$ cat src/rtl/pc_flow_unit.sv
// Program-flow unit: program counter, call/return stack with overflow and
// underflow flags, stall, conditional jump and one vectored interrupt.
module pc_flow_unit #(
  parameter int MINSTW = 9,
  parameter int SDEPTH = 8,
  parameter int RSTADR = 0,
  parameter int IRQVEC = 1,
  parameter int IRQ_EN = 1
) (
  input  logic                         clk,
  input  logic                         rst,
  input  logic                         stall,
  input  logic                         jmp,
  input  logic                         jz,
  input  logic                         cond,
  input  logic                         call,
  input  logic                         ret,
  input  logic                         reti,
  input  logic [MINSTW-1:0]            target,
  input  logic                         irq,
  input  logic                         clr_err,
  output logic [MINSTW-1:0]            instr_addr,
  output logic [MINSTW-1:0]            pc,
  output logic                         instr_vld,
  output logic                         irq_ack,
  output logic                         in_isr,
  output logic [$clog2(SDEPTH+1)-1:0]  stk_lvl,
  output logic                         stk_ovf,
  output logic                         stk_unf
);
  localparam int LW = $clog2(SDEPTH + 1);
  localparam int IW = $clog2(SDEPTH);

  typedef enum logic [1:0] {BOOT, RUN, ISR} state_t;

  state_t            r_state, w_state_nx;
  logic [MINSTW-1:0] r_pc, w_npc, w_pc1;
  logic [MINSTW-1:0] r_stk [SDEPTH];
  logic [LW-1:0]     r_lvl, w_lvl_nx, w_lvl_m1;
  logic [IW-1:0]     w_wr_idx, w_rd_idx;
  logic              r_ovf, r_unf;
  logic              w_ovf_evt, w_unf_evt, w_push;
  logic              w_full, w_empty, w_any_ctl, w_irq_take;

  assign w_pc1     = r_pc + MINSTW'(1);
  assign w_lvl_m1  = r_lvl - LW'(1);
  assign w_wr_idx  = r_lvl[IW-1:0];
  assign w_rd_idx  = w_lvl_m1[IW-1:0];
  assign w_full    = (r_lvl == LW'(SDEPTH));
  assign w_empty   = (r_lvl == '0);
  assign w_any_ctl = jmp | jz | call | ret | reti;
  // Interrupt only slips into a plain sequential cycle; the source must hold irq.
  assign w_irq_take = (IRQ_EN != 0) && (r_state == RUN) && irq && !stall && !w_any_ctl;

  always_comb begin
    w_npc      = r_pc;
    w_state_nx = r_state;
    w_lvl_nx   = r_lvl;
    w_push     = 1'b0;
    w_ovf_evt  = 1'b0;
    w_unf_evt  = 1'b0;
    if (r_state == BOOT) begin
      w_npc = MINSTW'(RSTADR);
      if (!stall) w_state_nx = RUN;
    end else if (!stall) begin
      if (w_irq_take) begin
        w_npc      = MINSTW'(IRQVEC);
        w_push     = 1'b1;
        w_state_nx = ISR;
      end else if (ret || reti) begin
        if (w_empty) begin
          w_npc     = w_pc1;
          w_unf_evt = 1'b1;
        end else begin
          w_npc    = r_stk[w_rd_idx];
          w_lvl_nx = w_lvl_m1;
        end
        if (reti && r_state == ISR) w_state_nx = RUN;
      end else if (call) begin
        w_npc  = target;
        w_push = 1'b1;
      end else if (jmp) begin
        w_npc = target;
      end else if (jz && !cond) begin
        w_npc = target;
      end else begin
        w_npc = w_pc1;
      end
      // A push on a full stack still jumps; only the write is dropped.
      if (w_push) begin
        if (w_full) w_ovf_evt = 1'b1;
        else        w_lvl_nx  = r_lvl + LW'(1);
      end
    end
  end

  always_ff @(posedge clk or negedge rst) begin
    if (!rst) begin
      r_state <= BOOT;
      r_pc    <= MINSTW'(RSTADR);
      r_lvl   <= '0;
      r_ovf   <= 1'b0;
      r_unf   <= 1'b0;
    end else begin
      r_state <= w_state_nx;
      r_pc    <= w_npc;
      r_lvl   <= w_lvl_nx;
      if (!stall) begin
        r_ovf <= w_ovf_evt | (r_ovf & ~clr_err);
        r_unf <= w_unf_evt | (r_unf & ~clr_err);
      end
    end
  end

  always_ff @(posedge clk) begin
    if (w_push && !w_full) r_stk[w_wr_idx] <= w_pc1;
  end

  assign instr_addr = w_npc;
  assign pc         = r_pc;
  assign instr_vld  = (r_state != BOOT) && !stall;
  assign irq_ack    = w_irq_take;
  assign in_isr     = (IRQ_EN != 0) && (r_state == ISR);
  assign stk_lvl    = r_lvl;
  assign stk_ovf    = r_ovf;
  assign stk_unf    = r_unf;
endmodule

$ cat config.mk
export PLATFORM = sky130hd
export DESIGN_NAME = pc_flow_unit
export DESIGN_NICKNAME = d
export VERILOG_FILES = /design/src/rtl/pc_flow_unit.sv
export SDC_FILE = /design/constraint.sdc
export NUM_CORES = 1
export LEC_CHECK = 0
export ABC_AREA = 1
export BUFFER_PORTS_ARGS = -buffer_cell sky130_fd_sc_hd__buf_2
export CORE_ASPECT_RATIO = 1.2
export CORE_MARGIN = 2
export CORE_UTILIZATION = 43
export CTS_CLUSTER_SIZE = 16
export DETAILED_ROUTE_END_ITERATION = 12
export HOLD_SLACK_MARGIN = 0.08
export SLEW_MARGIN = 20
export SYNTH_ARGS = -nofsm -noshare
export SYNTH_HDL_FRONTEND = slang
export SYNTH_SLANG_ARGS = --single-unit
$ cat constraint.sdc
create_clock -name clk -period 2.1 [get_ports clk]
set_input_delay 0.315 -clock clk [delete_from_list [all_inputs] [get_ports clk]]
set_output_delay 0.315 -clock clk [all_outputs]
set_load 0.1 [all_outputs]
# == Word level (Yosys, flattened, before mapping) ==
# Memory sizes are Yosys's and may differ from the RTL's.
# Index checks and enable logic that the tools add are counted.
# totals
output_inout_bits,27
inputBits,20
ramBits,72
mem_count,1
register_bits,17
wordCells,79
# memory_table
memory,words,word_bits,read_ports,rd_clocked_by_memory_dff,wr,line_no,source
r_stk,8,9,1,0,1,38,logic [MINSTW-1:0] r_stk [SDEPTH];
# classes
addsub,3
n_bitwise,11
eq_ne,3
reduce_logical,19
mux,37
# ops
operator,n
9-bit two-way mux,8
4-bit two-way mux,5
1-bit two-way mux,18
2-bit two-way mux,6
9-bit by 1-bit adder with 9-bit output (second input constant),1
1-bit logical AND,7
1-bit bitwise OR,6
3-bit nonzero test,2
4-bit by 1-bit adder with 4-bit output (second input constant),1
4-bit == test (second input constant),1
1-bit logical NOT,4
4-bit logical NOT,1
4-bit by 1-bit subtractor with 4-bit output (second input constant),1
1-bit NOT,3
3-bit AND reduction,1
1-bit bitwise AND,2
2-bit by 1-bit == test with 1-bit output (second input constant),1
2-bit == test (second input constant),1
2-bit logical NOT,1
2-bit AND reduction,1
2-bit nonzero test,1
1-bit logical OR,1

# == Longest topological paths before layout ==
# logic_depth
ltp_word,14
depth_mapped,15
ltp_nobuf,12

# == Worst setup path before layout ==
# OpenSTA, ideal clock, no wires.
# synth_path
path_type,flip-flop to output port
startpoint,register r_lvl[0] (netlist: stk_lvl[0])
endpoint,output instr_addr[0]
path_buffers,5
stages_incl_launch_ff,13
setup_slack_ns,-2.153
arrival_ns,3.938
t_required_ns,1.785
path_cell_list,dfrtp_1 -> inv_2 -> buf_2 -> buf_6 -> ha_1 -> buf_4 -> inv_2 -> buf_4 -> buf_6 -> o21ai_0 -> o221ai_1 -> nand3_1 -> a21oi_1
# synth_between
elab_chain_len,7
elab_cells_between_ends,8
classes_between,1 x add/sub; 5 x mux; 1 x reduce/logical; 1 x memory
# synth_lines
item,line_no,source
"start, declared",39,"logic [LW-1:0] r_lvl, w_lvl_nx, w_lvl_m1;"
"start signal, assigned",107,r_lvl <= w_lvl_nx;
4-bit by 1-bit subtractor with 4-bit output,46,assign w_lvl_m1 = r_lvl - LW'(1);
memory read 8 x 9 bit,--,
9-bit two-way mux *,71,if (w_empty) begin
9-bit two-way mux *,70,end else if (ret || reti) begin
9-bit two-way mux *,66,if (w_irq_take) begin
9-bit two-way mux *,65,end else if (!stall) begin
9-bit two-way mux *,62,if (r_state == BOOT) begin
"end, declared",22,"output logic [MINSTW-1:0] instr_addr,"
# Mark *: on every way between the ends. The rest lies on a longest branch, timed or not.

# == Worst setup path after layout ==
# layout_path
startpoint,register r_lvl[0] (netlist: stk_lvl[0])
endpoint,output instr_addr[5]
# The elaborated chain is that of the path after synthesis.

==> impl_metrics.json <==
{
  "status": "finished with violations",
  "failed_checks": "negative setup slack",
  "syn2layout_area_growth_pct": 43.3,
  "fin_crit_ps": 2530,
  "ys.flop_type": "edfxtp_1",
  "wl_mm": 11.9,
  "fin_util_pct": 62.6,
  "cp.required_ps": 1780,
  "clkTransAtPathRegs_ps": 60,
  "route.detailed.drc": 0,
  "fmax_mhz": 395,
  "synth.yosys.seq_area_share_pct": 59.4,
  "antenna_left": 0,
  "synth_nets": 480,
  "ff_latch_area_sq_mm": 0.00260,
  "start_kind": "flip-flop",
  "place_congestion": 0.868,
  "numCtsBuffers": 9,
  "min_path_type": "in -> reg",
  "nFillCells": 807,
  "synthTopCellsByArea": "edfxtp_1 50%, nand2_1 11%, dfrtp_1 9.8%",
  "synth.ff_latch_count": 89,
  "netlist_area_sq_mm": 0.00435,
  "vias": 3629,
  "slew-limit-headroom_pct": 67.6,
  "hold_start": "clr_err",
  "worstMarginPinSlew_ps": 490,
  "row_count": 40,
  "synth_warnings": 0,
  "multi_input_area_sq_mm": 0.00189,
  "hold_viol": 0,
  "syn_avg_cell_area_sq_um": 9.53,
  "async_flop_share_pct": 19.1,
  "drt_iter0_drc": 289,
  "cts.path.max_buffers": 2,
  "die_area_sq_mm": 0.0110,
  "cp-end-kind": "output pin",
  "hold_path_end": "stk_ovf",
  "grt_setup_unrepaired": "true",
  "r2r-end": "pc[1]",
  "clock_sinks": 89,
  "rr_startpoint": "stk_lvl[0]",
  "finalSetupViolCount": 9,
  "reg2reg_depth": 14,
  "overflow": 0,
  "die_y_um": 114,
  "grt_use_total_pct": 23.3,
  "cap_violations": 0,
  "cts_tree": "built",
  "min_path_cells": 4,
  "dp_hpwl_mm": 8.03,
  "syn_inst": 457,
  "wire_per_inst_um": 17.0,
  "dp_cells": 663,
  "nNetsFinal": 589,
  "slew_violations": 0,
  "synth_enable_flop_cells": 72,
  "drive_gt1_share_pct": 40.5,
  "insertion_delay_ps": 340,
  "htreeDepth": 3,
  "diodes": 0,
  "synth_area_leader_cell": "edfxtp_1",
  "fin_crit_sh_pct": 121,
  "antenna_found_initial": 0,
  "core_sq_mm": 0.00996,
  "io_buffers": 46,
  "root_buffer": "clkbuf_16",
  "grt_pass1_wl_mm": 18.9,
  "initial_utilization_pct": 43.7,
  "regToRegSetupSlack_ps": 80,
  "grt_max_degree": 33,
  "fin_skew_ps": 5.80,
  "dr.pass1.iters": 5,
  "viasPerCell": 5.21,
  "synth.distinct_cells": 37,
  "cp_data_arrival_time_ps": 2220,
  "final_cells": 697,
  "synth.top_cell.area_share_pct": 49.7,
  "io_pins": 47,
  "grt_pass1_vias": 3662,
  "pre_cts_slack_ps": -155,
  "fp.dieW_um": 95.9,
  "path_max_fanout": 5,
  "timing.final.ws_setup_ps": -434,
  "path_class": "reg -> out"
}
-- cell usage after synthesis (3+ instances only) --
master	number
buf_6	4
inv_1	40
o21ai_0	31
nand2_2	4
nor2_1	45
ha_1	3
dfrtp_1	17
nand3_1	54
edfxtp_1	72
nand2_1	123
xor2_1	4
a21oi_1	14
buf_2	7
inv_2	5
nor2_4	5
-- state kept, by name (all words and copies together) (netlist names) --
register  flops
pc            9
stk_lvl       4
r_stk        72
r_state       2
stk_ovf       1
stk_unf       1
-- worst max-delay path by stage --
stage	start	to	slack (ps)	depth (start not counted)
6_report	stk_lvl[0]	instr_addr[5]	-430	11
5_1_grt	stk_lvl[0]	instr_addr[7]	-550	13
4_1_cts	stk_lvl[0]	instr_addr[1]	-430	14
3_5_place_dp	stk_lvl[0]	instr_addr[1]	-150	11
3_3_place_gp	stk_lvl[0]	instr_addr[1]	-160	11
2_1_floorplan	stk_lvl[0]	instr_addr[4]	-760	13
-- kinds of logic (layout without fill, tap and decap cells) --
family	count (synthesis)	in the layout	synth area share (%)
buffers and inverters	60	174	6.29
xor gates and xnor gates	5	5	1.01
DFF	89	89	59.4
adders and majority gates	3	3	0.862
AOI/OAI and AO/OA	53	53	6.49
and+or+nand+nor	247	247	25.9
-- final cells by class --
cell class                      instances  share of cell area (%)
Inverter                               46                    3.13
Tap cell                              126                    2.53
Timing Repair Buffer                  112                    16.5
Clock buffer                            9                    3.61
Sequential cell                        89                    41.7
Multi-Input combinational cell        308                    30.3
Clock inverter                          7                    2.25
-- metal layers --
layer / part of all wire, % / up-vias / GRT usage, %
met1: 39 / 1712 / 28.7
li1: - / 1746 / -
met2: 53 / 136 / 40.3
met4: 3.7 / 0 / 10.1
met3: 4.7 / 35 / 3.42
met5: 0 / - / 0
-- critical path: stages, from the launching register on --
cell	delay, ps
dfrtp_4	490
inv_4	80
ha_4	230
buf_6	150
nand3_1	90
nand2_1	60
nand2_1	90
nand2_2	70
o21ai_2	140
nand2_2	90
a21oi_4	190
buf_12	190
-- stage by stage --
step | setup TNS [ps] | instance area [sq um] | hold slack [ps]
3_3_place_gp | -698 | 5420 | 270
6_report | -3570 | 6240 | 279
5_1_grt | -4280 | 6240 | 322
3_5_place_dp | -820 | 5420 | 273
4_1_cts | -3510 | 6020 | 269
2_1_floorplan | -17430 | 4580 | 19.4
-- layout by cell type (no fill, tap or decap), types with 2 or more instances in the layout --
cell type    n
buf_12      17
a21oi_4     10
nand2_4      4
bufinv_16    4
inv_2        7
nand3_4      2
nor2_2       6
dfrtp_1      9
nand3_2     17
nor2_1      30
buf_6        9
inv_1       33
xor2_1       4
inv_4        4
nand4_1      2
edfxtp_1    72
buf_2       38
ha_1         2
o21ai_2      6
buf_8        2
clkbuf_16    9
o21ai_0     23
nand2_2     16
dfrtp_2      7
buf_4       44
nand3_1     38
nor2_4      16
inv_6        2
o21ai_1      4
nand2_1    108
a21oi_1      4
-- repair_timing --
item,in CTS,in global routing
pin swaps,23,32
setup endpoints to repair,9,10
gates resized for setup,35,50
hold buffers,1,0
cloned,2,0
buffers inserted,8,7
hold endpoints to repair,17,0
Power is not shown: default switching activity piles up to over one toggle a cycle in this logic, so the estimate is an artifact.
